==> config.mk <==
export PLATFORM = sky130hd
export DESIGN_NAME = seg_display_ctrl
export DESIGN_NICKNAME = d
export VERILOG_FILES = /design/src/rtl/seg_display_ctrl.sv
export SDC_FILE = /design/constraint.sdc
export NUM_CORES = 1
export LEC_CHECK = 0
export ABC_CLOCK_PERIOD_IN_PS = 5100
export CORE_MARGIN = 1.5
export CORE_UTILIZATION = 45
export CTS_BUF_LIST = sky130_fd_sc_hd__clkbuf_4 sky130_fd_sc_hd__clkbuf_8
export DETAILED_ROUTE_END_ITERATION = 12
export MAX_ROUTING_LAYER = met4
export PLACE_DENSITY_LB_ADDON = 0.2
export RECOVER_POWER = 25
export SLEW_MARGIN = 20
export SYNTH_ARGS = -nofsm -noshare
export SYNTH_HDL_FRONTEND = slang
export SYNTH_SLANG_ARGS = --single-unit
==> constraint.sdc <==
create_clock -name clk -period 5.1 [get_ports clk]
set_input_delay 1.02 -clock clk [delete_from_list [all_inputs] [get_ports clk]]
set_output_delay 1.02 -clock clk [all_outputs]
set_load 0.02 [all_outputs]
==> src/rtl/seg_display_ctrl.sv <==
// seg_display_ctrl: handshaked binary-to-decimal/hex converter driving active-low seven-segment digits.
module seg_display_ctrl #(
   parameter int WIDTH  = 32,
   parameter int DIGITS = 4
) (
   input  logic                  clk,
   input  logic                  reset,
   input  logic                  in_valid,
   output logic                  in_ready,
   input  logic [WIDTH-1:0]      value,
   input  logic                  hex_mode,
   input  logic                  blank_lz,
   output logic [DIGITS*7-1:0]   segs,
   output logic                  done,
   output logic                  overflow
);
   localparam int BW = 4 * DIGITS;
   localparam int EW = (WIDTH > BW) ? WIDTH : BW;
   localparam int CW = $clog2(WIDTH + 1);

   typedef enum logic [1:0] {IDLE, CONV, LOAD} state_t;

   state_t              state_q, state_d;
   logic [BW-1:0]       bcd_q, bcd_d, adj;
   logic [WIDTH-1:0]    bin_q, bin_d;
   logic [CW-1:0]       cnt_q, cnt_d;
   logic                ovf_q, ovf_d;
   logic                blank_q, blank_d;
   logic                phase_q, phase_d;
   logic [DIGITS*7-1:0] stage_q, stage_d, dec;
   logic                stage_ovf_q, stage_ovf_d;
   logic [DIGITS*7-1:0] segs_q, segs_d;
   logic                done_q, done_d;
   logic                overflow_q, overflow_d;
   logic [EW-1:0]       ext;
   logic                accept, seen;

   function automatic logic [6:0] seg7(input logic [3:0] n);
      case (n)
         4'h0: seg7 = 7'b1000000;
         4'h1: seg7 = 7'b1111001;
         4'h2: seg7 = 7'b0100100;
         4'h3: seg7 = 7'b0110000;
         4'h4: seg7 = 7'b0011001;
         4'h5: seg7 = 7'b0010010;
         4'h6: seg7 = 7'b0000010;
         4'h7: seg7 = 7'b1111000;
         4'h8: seg7 = 7'b0000000;
         4'h9: seg7 = 7'b0010000;
         4'hA: seg7 = 7'b0001000;
         4'hB: seg7 = 7'b0000011;
         4'hC: seg7 = 7'b1000110;
         4'hD: seg7 = 7'b0100001;
         4'hE: seg7 = 7'b0000110;
         default: seg7 = 7'b0001110;
      endcase
   endfunction

   assign in_ready = (state_q == IDLE);
   assign accept   = in_valid && in_ready;
   assign ext      = EW'(value);
   assign segs     = segs_q;
   assign done     = done_q;
   assign overflow = overflow_q;

   always_ff @(posedge clk) begin
      if (reset) begin
         state_q     <= IDLE;
         bcd_q       <= '0;
         bin_q       <= '0;
         cnt_q       <= '0;
         ovf_q       <= 1'b0;
         blank_q     <= 1'b0;
         phase_q     <= 1'b0;
         stage_q     <= '1;
         stage_ovf_q <= 1'b0;
         segs_q      <= '1;
         done_q      <= 1'b0;
         overflow_q  <= 1'b0;
      end else begin
         state_q     <= state_d;
         bcd_q       <= bcd_d;
         bin_q       <= bin_d;
         cnt_q       <= cnt_d;
         ovf_q       <= ovf_d;
         blank_q     <= blank_d;
         phase_q     <= phase_d;
         stage_q     <= stage_d;
         stage_ovf_q <= stage_ovf_d;
         segs_q      <= segs_d;
         done_q      <= done_d;
         overflow_q  <= overflow_d;
      end
   end

   always_comb begin
      state_d = state_q;
      case (state_q)
         IDLE:    state_d = accept ? (hex_mode ? LOAD : CONV) : IDLE;
         CONV:    state_d = (cnt_q == CW'(WIDTH - 1)) ? LOAD : CONV;
         LOAD:    state_d = phase_q ? IDLE : LOAD;
         default: state_d = IDLE;
      endcase
   end

   // Decode is staged one cycle ahead of the outputs so the blanking chain stays off the commit path.
   always_comb begin
      seen = 1'b0;
      dec  = '1;
      for (int i = DIGITS - 1; i >= 0; i--) begin
         seen = seen | (bcd_q[4*i +: 4] != 4'h0);
         dec[7*i +: 7] = (blank_q && !ovf_q && !seen && i != 0) ? 7'h7f : seg7(bcd_q[4*i +: 4]);
      end
   end

   always_comb begin
      adj = bcd_q;
      for (int i = 0; i < DIGITS; i++)
         adj[4*i +: 4] = (bcd_q[4*i +: 4] >= 4'd5) ? bcd_q[4*i +: 4] + 4'd3 : bcd_q[4*i +: 4];
   end

   always_comb begin
      bcd_d       = bcd_q;
      bin_d       = bin_q;
      cnt_d       = cnt_q;
      ovf_d       = ovf_q;
      blank_d     = blank_q;
      phase_d     = phase_q;
      stage_d     = stage_q;
      stage_ovf_d = stage_ovf_q;
      segs_d      = segs_q;
      overflow_d  = overflow_q;
      done_d      = 1'b0;
      case (state_q)
         IDLE: if (accept) begin
            blank_d = blank_lz;
            cnt_d   = '0;
            phase_d = 1'b0;
            bin_d   = value;
            bcd_d   = hex_mode ? ext[BW-1:0] : '0;
            ovf_d   = hex_mode && (|(ext >> BW));
         end
         CONV: begin
            bcd_d = {adj[BW-2:0], bin_q[WIDTH-1]};
            bin_d = {bin_q[WIDTH-2:0], 1'b0};
            ovf_d = ovf_q | adj[BW-1];
            cnt_d = cnt_q + 1'b1;
         end
         LOAD: begin
            phase_d     = ~phase_q;
            stage_d     = phase_q ? stage_q : dec;
            stage_ovf_d = phase_q ? stage_ovf_q : ovf_q;
            segs_d      = phase_q ? stage_q : segs_q;
            overflow_d  = phase_q ? stage_ovf_q : overflow_q;
            done_d      = phase_q;
         end
         default: ;
      endcase
   end
endmodule
# ---- Word-level counts from Yosys, hierarchy flattened
# Memory sizes are Yosys's and may differ from the RTL's. A register that Yosys moved wholly into a read port is not among the register bits.
# Cells that the tools add are included.
dict set report totals {
  register_bits 118
  latch_bits 0
  ramBits 0
  romBits 448
  out_inout_bits 31
  elab_cells 86
  memories 4
}
dict set report classes {
  addsub 5
  multipliers 0
  div_mod_pow 0
  magnitude_cmp 4
  n_eq_ne 4
  shifts 0
  mux 29
  n_bitwise 5
  reduce_logical 23
}
# memory depth word_bits read_ports rd_clocked_by_memory_dff wr line_no
set memory_table {}
lappend memory_table {{(no name shown)} 16 7 1 1 0 39} ;# case (n)
lappend memory_table {{(no name shown)} 16 7 1 1 0 39}
lappend memory_table {{(no name shown)} 16 7 1 1 0 39}
lappend memory_table {{(no name shown)} 16 7 1 1 0 39}
# operator n
set op_table {}
lappend op_table {{32-bit case mux with 2 select lines} 1}
lappend op_table {{4-bit two-way mux} 10}
lappend op_table {{16-bit two-way mux} 2}
lappend op_table {{32-bit two-way mux} 1}
lappend op_table {{16-bit case mux with 2 select lines} 1}
lappend op_table {{7-bit two-way mux} 3}
lappend op_table {{4-bit by 2-bit adder with 4-bit output, second input constant} 4}
lappend op_table {{4-bit by 3-bit >= comparator with 1-bit output, second input constant} 4}
lappend op_table {{16-bit OR reduction} 1}
lappend op_table {{6-bit case mux with 2 select lines} 1}
lappend op_table {{4-bit nonzero test} 3}
lappend op_table {{2-bit AND reduction} 5}
lappend op_table {{2-bit two-way mux} 4}
lappend op_table {{6-bit by 1-bit adder with 6-bit output, second input constant} 1}
lappend op_table {{6-bit by 5-bit == test with 1-bit output, second input constant} 1}
lappend op_table {{1-bit logical AND} 6}
lappend op_table {{6-bit two-way mux} 1}
lappend op_table {{2-bit case mux with 3 select lines} 1}
lappend op_table {{1-bit logical NOT} 4}
lappend op_table {{1-bit case mux with 2 select lines} 2}
lappend op_table {{2-bit nonzero test} 2}
lappend op_table {{1-bit bitwise OR} 3}
lappend op_table {{2-bit by 1-bit == test with 1-bit output, second input constant} 1}
lappend op_table {{2-bit == test, second input constant} 1}
lappend op_table {{other kinds (5)} 7}

# ---- Depth between registers and ports, before layout
# Gate-level depths: netlist of the first run.
dict set report depth {
  depth_word 6
  ltp_mapped 12
  depth_no_buf 12
}

# ---- Worst setup path after synthesis of the first run
# Ideal clock, no wire load.
dict set report synth_path {
  kind {input-to-reg}
  startpoint {input port hex_mode}
  endpoint {register with a tool-made name}
  setup_ns 0.121
  t_arrival_ns 2.827
  t_required_ns 4.979
  slack_ns 2.152
  cell_stages 9
  path_buffers 2
  path_cell_list {buf_2 > clkbuf_1 > a21oi_1 > a2111oi_2 > inv_1 > ha_1 > mux2_2 > nand2_1 > o21ai_0}
}
# item line_no
set synth_lines {}
lappend synth_lines {{from (decl)} 11} ;# input logic hex_mode,

==> results.cfg, run 1 <==
[sta]
min_period_ps = 3970
finalHoldViolations = 0
setup_viol = 0
skew_ps = 10.6
tightest_slew_ps = 1830
max_freq_mhz = 252
period_share = 0.779
tns_ps = 0
grt_setup_unrepaired = false
maxSlewHeadroom = -0.217
fin_hold_ws_ps = 439
drv_slew = 40

[cts]
clk_path_buf_depth = 2
cts_tree = built
numCtsBuffers = 17
cts-resized-gates = 0
cts_max_level = 4
cts-root-buf = clkbuf_8
cts_num_sinks = 139
worstSkewPairLatency_ps = 450
clk_pin_slew_worst_paths_ps = 80
post-cts-setup-buffers = 0
cts_hold_buf = 0

[placement]
port-buffer-count = 67
gp_congestion = 0.885
dp_hpwl_um = 10300

[job]
max-cap-violations = 1

[global_route]
grt_overflow = 0
antenna_found_initial = 0
grt_pass1_wl_um = 24900
grt_max_degree = 47
grt_pass1_vias = 5010
gr-usage-all-layers = 0.212

[setup_path]
cp_data_required_time_ps = 5440
path_delay_family = buffers and inverters
worstSetupPathType = flop to flop
slowest_stage = clkbuf_1
critical_path_arrival_ps = 4310
worstSetupStartpointType = flop
slowest_delay_ps = 1330
ff2ff_path_depth = 9
cp_cell_sequence = clkbuf_1 -> o21ba_1 -> nor2_1 -> a2111oi_2 -> inv_1 -> ha_1 -> mux2_2 -> nand2_1 -> o21ai_0
end_kind = flop
worst-path-stages = 9
cp_num_buf_inv = 2
worst-path-max-fanout = 39

[synth]
ys_async_sr_fraction = 0
ys_seq_area_frac = 0.421
syn_inst = 749
syn_area_sq_um = 6610
synth_seq_cells = 139
synth.avg_cell_area_sq_um = 8.82
synth_edf_count = 0
ys_warn_count = 0
synthFlopType = dfxtp_1
syn-num-nets = 821
yosysUniqueCellTypes = 71

[floorplan]
dieWidth_um = 124
dieArea_sq_um = 15400
rows = 44
die_h_um = 124
fp.coreArea_sq_um = 14400
start_util = 0.458
ios = 68

[power]
p_total_mw = 2.64
p_leak_nw = 2.87
power.density_nw_per_um2 = 345
ir_drop_mv = 0.254

[layout]
fin_nets = 856
syn2layout_area_growth_pct = 15.9
antenna_cells = 0
drive_gt1_frac = 0.0878

[min_path]
hold_path_class = flop to flop
holdPathStages = 2

[route]
via_per_inst = 5.54
dr.pass1.iters = 5
finalWirelength_um = 15000
wl_per_cell_um = 15.3
vias = 5433
first_iter_violations = 401
drc = 0
antenna_left = 0

[run_status]
status = finished, violations left
violations = capacitance limit, slew limit
[synth_stat cells (5+ instances only)]
| cell | number | area share |
|---|---|---|
| o22a_1 | 28 | 0.037 |
| xnor2_1 | 6 | 0.0080 |
| nor4_1 | 5 | 0.0047 |
| clkbuf_1 | 31 | 0.018 |
| a311oi_1 | 17 | 0.023 |
| buf_2 | 12 | 0.0091 |
| o22ai_1 | 23 | 0.022 |
| nor2_1 | 93 | 0.053 |
| inv_1 | 24 | 0.014 |
| a211o_1 | 6 | 0.0080 |
| ha_1 | 35 | 0.066 |
| o21bai_1 | 10 | 0.011 |
| nor3_1 | 16 | 0.012 |
| buf_1 | 6 | 0.0034 |
| dfxtp_1 | 139 | 0.42 |
| o21ai_0 | 37 | 0.028 |
| buf_6 | 7 | 0.012 |
| nand3_1 | 10 | 0.0076 |
| nand2_1 | 74 | 0.042 |
| mux2_2 | 5 | 0.0085 |
| a21oi_1 | 30 | 0.023 |
| a211oi_1 | 21 | 0.024 |
| mux2i_1 | 5 | 0.0076 |
| nand2b_1 | 23 | 0.022 |
[metal layers]
metal,global-route usage,part of all wire
met5,-,0
met2,0.313,0.44
met3,0.0490,0.041
met1,0.288,0.50
met4,0.0696,0.011
[final cells by class]
cell class | count | area (sq um)
sequential | 139 | 2780
clock buffer | 21 | 283
inverter | 28 | 106
timing repair buffer | 75 | 718
multi-input combinational | 523 | 3400
tap | 184 | 230
fill | 1296 | 6770
clock inverter | 11 | 133
[worst reg2reg max path: stages, from the launching register on]
cell and delay, ps:
dfxtp_1 350, clkbuf_1 1330, o21ba_1 480, nor2_1 110
a2111oi_2 650, inv_1 190, ha_1 310, mux2_2 280
nand2_1 70, o21ai_0 90
[logic make-up (layout without fill, tap and decap cells)]
family | Yosys count | after routing | share of synthesized area
XOR/XNOR | 6 | 6 | 0.00796
AND/OR/NAND/NOR | 246 | 246 | 0.173
flip-flops | 139 | 139 | 0.421
multiplexers | 14 | 14 | 0.0235
AO/OA/AOI/OAI | 222 | 222 | 0.247
adder cells (fa/ha/maj) | 35 | 35 | 0.0663
buffers and inverters | 87 | 135 | 0.0616
[worst paths after layout]
path              start          end  slack, ps
max          state_q[0]         flop       1130
min                flop  stage_q[11]        440
max reg2reg  state_q[0]         flop       1130
min reg2reg        flop  stage_q[11]        440
[cells in the final DEF, fill, tap and decap left out, types with 20 or more instances in the layout]
| master | synthesis | routed |
|---|---|---|
| ha_1 | 35 | 35 |
| o22ai_1 | 23 | 23 |
| clkdlybuf4s50_1 | 0 | 47 |
| a21oi_1 | 30 | 30 |
| nand2b_1 | 23 | 22 |
| clkbuf_8 | 0 | 20 |
| o22a_1 | 28 | 28 |
| a211oi_1 | 21 | 21 |
| nand2_1 | 74 | 75 |
| o21ai_0 | 37 | 37 |
| dfxtp_1 | 139 | 139 |
| nor2_1 | 93 | 93 |
| inv_1 | 24 | 24 |
[stage by stage]
step	cells	utilization	instance area (sq um)	worst slack [ps]
after floorplan	749	-	6610	2150
after global placement	949	0.503	7260	1320
after detailed placement	949	0.503	7260	1190
after CTS	981	0.532	7680	1670
after global routing	981	0.531	7660	780
final	981	0.531	7660	1130
[report_power, final]
| group | internal (mW) | leakage (nW) | switching [mW] |
|---|---|---|---|
| registers | 1.18 | 1.14 | 0.0635 |
| clock network | 0.485 | 0.207 | 0.437 |
| logic | 0.195 | 1.52 | 0.275 |
Note: power is estimated with default switching activity, not from simulation.
==> run 2, diff against run 1 <==
--- a/config.mk
+++ b/config.mk
@@ -5,7 +5,7 @@
 export SDC_FILE = /design/constraint.sdc
 export NUM_CORES = 1
 export LEC_CHECK = 0
-export ABC_CLOCK_PERIOD_IN_PS = 5100
+export ABC_CLOCK_PERIOD_IN_PS = 3900
 export CORE_MARGIN = 1.5
 export CORE_UTILIZATION = 45
 export CTS_BUF_LIST = sky130_fd_sc_hd__clkbuf_4 sky130_fd_sc_hd__clkbuf_8
==> constraint.sdc (replaced) <==
create_clock -name clk -period 3.9 [get_ports clk]
set_input_delay 0.78 -clock clk [delete_from_list [all_inputs] [get_ports clk]]
set_output_delay 0.78 -clock clk [all_outputs]
set_load 0.02 [all_outputs]
==> run 2 against run 1 <==
Against the previous run: the run now ends clean; setup slack got worse by 420 ps; routed wire length decreased by 0.35%; non-clock buffer count increased by 8; highest routed layer unchanged; largest power group unchanged; combinational power increased by 32%; power increased by 39%; via count increased by 0.61%; core utilization increased by 0.85 points; critical path depth unchanged; clock power increased by 54%; sequential share of layout area decreased by 0.57 points; die area unchanged.
==> results.cfg, run 2 (synthesized netlist as in run 1, its figures left out) <==
[run_status]
status = finished clean

[sta]
drv_slew = 0
period_share = 0.818
finalHoldViolations = 0
tightest_slew_ps = 1180
skew_ps = 8.32
grt_setup_unrepaired = false
min_period_ps = 3190
maxSlewHeadroom = 0.215
setup_slack_ps = 709
tns_ps = 0
max_freq_mhz = 313
fin_hold_ws_ps = 446
setup_viol = 0

[route]
first_iter_violations = 332
drc = 0
dr.pass1.iters = 5
wl_per_cell_um = 15.1
vias = 5466
antenna_left = 0
finalWirelength_um = 14900
via_per_inst = 5.53

[power]
clkPwrFrac = 0.386
p_switching_mw = 0.993
power.density_nw_per_um2 = 471
pwr-share-comb = 0.169
p_leak_nw = 2.99
ir_drop_mv = 0.201
p_total_mw = 3.67
p_sw_frac = 0.271
seqPwrFrac = 0.445
p_int_mw = 2.67

[setup_path]
end_kind = flop
worstSetupPathType = primary input to flop
cp_num_buf_inv = 3
path_delay_family = buffers and inverters
worstSetupStartpointType = primary input
cp_data_required_time_ps = 4280
critical_path_arrival_ps = 3570
slowest_delay_ps = 760
cp_cell_sequence = dlygate4sd3_1 -> o21ba_1 -> clkbuf_1 -> nor2_1 -> a311oi_2 -> buf_4 -> nand2b_1 -> a21oi_2 -> nor3_2
slowest_stage = dlygate4sd3_1
worst-path-max-fanout = 19

[job]
max-cap-violations = 0

[layout]
antenna_cells = 0
fin_nets = 864
utilization = 0.539
finish.instance_area_sq_um = 7780
drive_gt1_frac = 0.0933
final_common_cell = dfxtp_1
instances_no_fill = 988
syn2layout_area_growth_pct = 17.8
layout_common_cells = dfxtp_1, nor2_1, nand2_1

[floorplan]
fp.coreArea_sq_um = 14400
start_util = 0.458
ios = 68
dieWidth_um = 124
rows = 44
die_h_um = 124
dieArea_sq_um = 15400

[cts]
cts_tree = built
cts_max_level = 4
cts_num_sinks = 139
cts-root-buf = clkbuf_8
worstSkewPairLatency_ps = 450
cts-resized-gates = 0
post-cts-setup-buffers = 0
clk_pin_slew_worst_paths_ps = 70
numCtsBuffers = 17
clk_path_buf_depth = 2
cts_hold_buf = 0

[placement]
dp_hpwl_um = 10500
placed_area_sq_um = 7320
pre_cts_ws_ps = 524
dpl.cell_count = 957
gp_congestion = 0.904
port-buffer-count = 67

[global_route]
grt_max_degree = 39
grt_use_met2 = 0.330
grt_util_met3 = 0.0481
gr-usage-all-layers = 0.213
antenna_found_initial = 0
busiest_layer = met2
use_met1 = 0.275
grt_pass1_wl_um = 25000
grt_overflow = 0
grt_pass1_vias = 5222

[min_path]
hold_path_class = flop to flop
-- run 2: cell count changes in the layout (fill, tap and decap cells not counted), sizes merged --
| cell | delta |
|---|---|
| buf | +7 |
| bufinv | +4 |
| clkdlybuf4s50 | +18 |
| clkinvlp | -1 |
| dlygate4sd3 | -18 |
| inv | -3 |
-- run 2: worst reg2reg max path, delay by kind of cell (launching register included) --
| kind | cells | cell delay [ps] |
|---|---|---|
| DFF | 1 | 560 |
| and+or+nand+nor | 3 | 420 |
| buffers and inverters | 3 | 1310 |
| AOI/OAI and AO/OA | 3 | 710 |
-- run 2: power groups by stage --
stage	clock, mW	sequential, mW	combinational [mW]
after global routing	1.51	1.65	0.701
final	1.42	1.63	0.621
after global placement	0	1.66	0.599
after floorplan	0	1.63	0.491
after detailed placement	0	1.66	0.622
after CTS	1.44	1.63	0.625
-- run 2: worst paths after layout --
check | startpoint | endpoint | slack, ps | cells past startpoint
max | in_valid | flop | 710 | 9
max reg2reg | state_q[0] | flop | 830 | 9
min | flop | stage_q[15] | 450 | 2
min reg2reg | flop | stage_q[15] | 450 | 2
-- run 2: layout make-up --
cell class              count  area (sq um)
fillers                  1336          6650
flip-flops and latches    139          2780
clock inverters            11           215
clock buffers              20           269
well taps                 184           230
repair buffers             83           774
inverters                  28           106
multi-input cells         523          3400
-- run 2: routing by layer --
metal	vias to the layer above	part of all wire
met5	-	0
met4	0	0.013
met3	21	0.050
met2	133	0.45
met1	2547	0.49
li1	2765	-
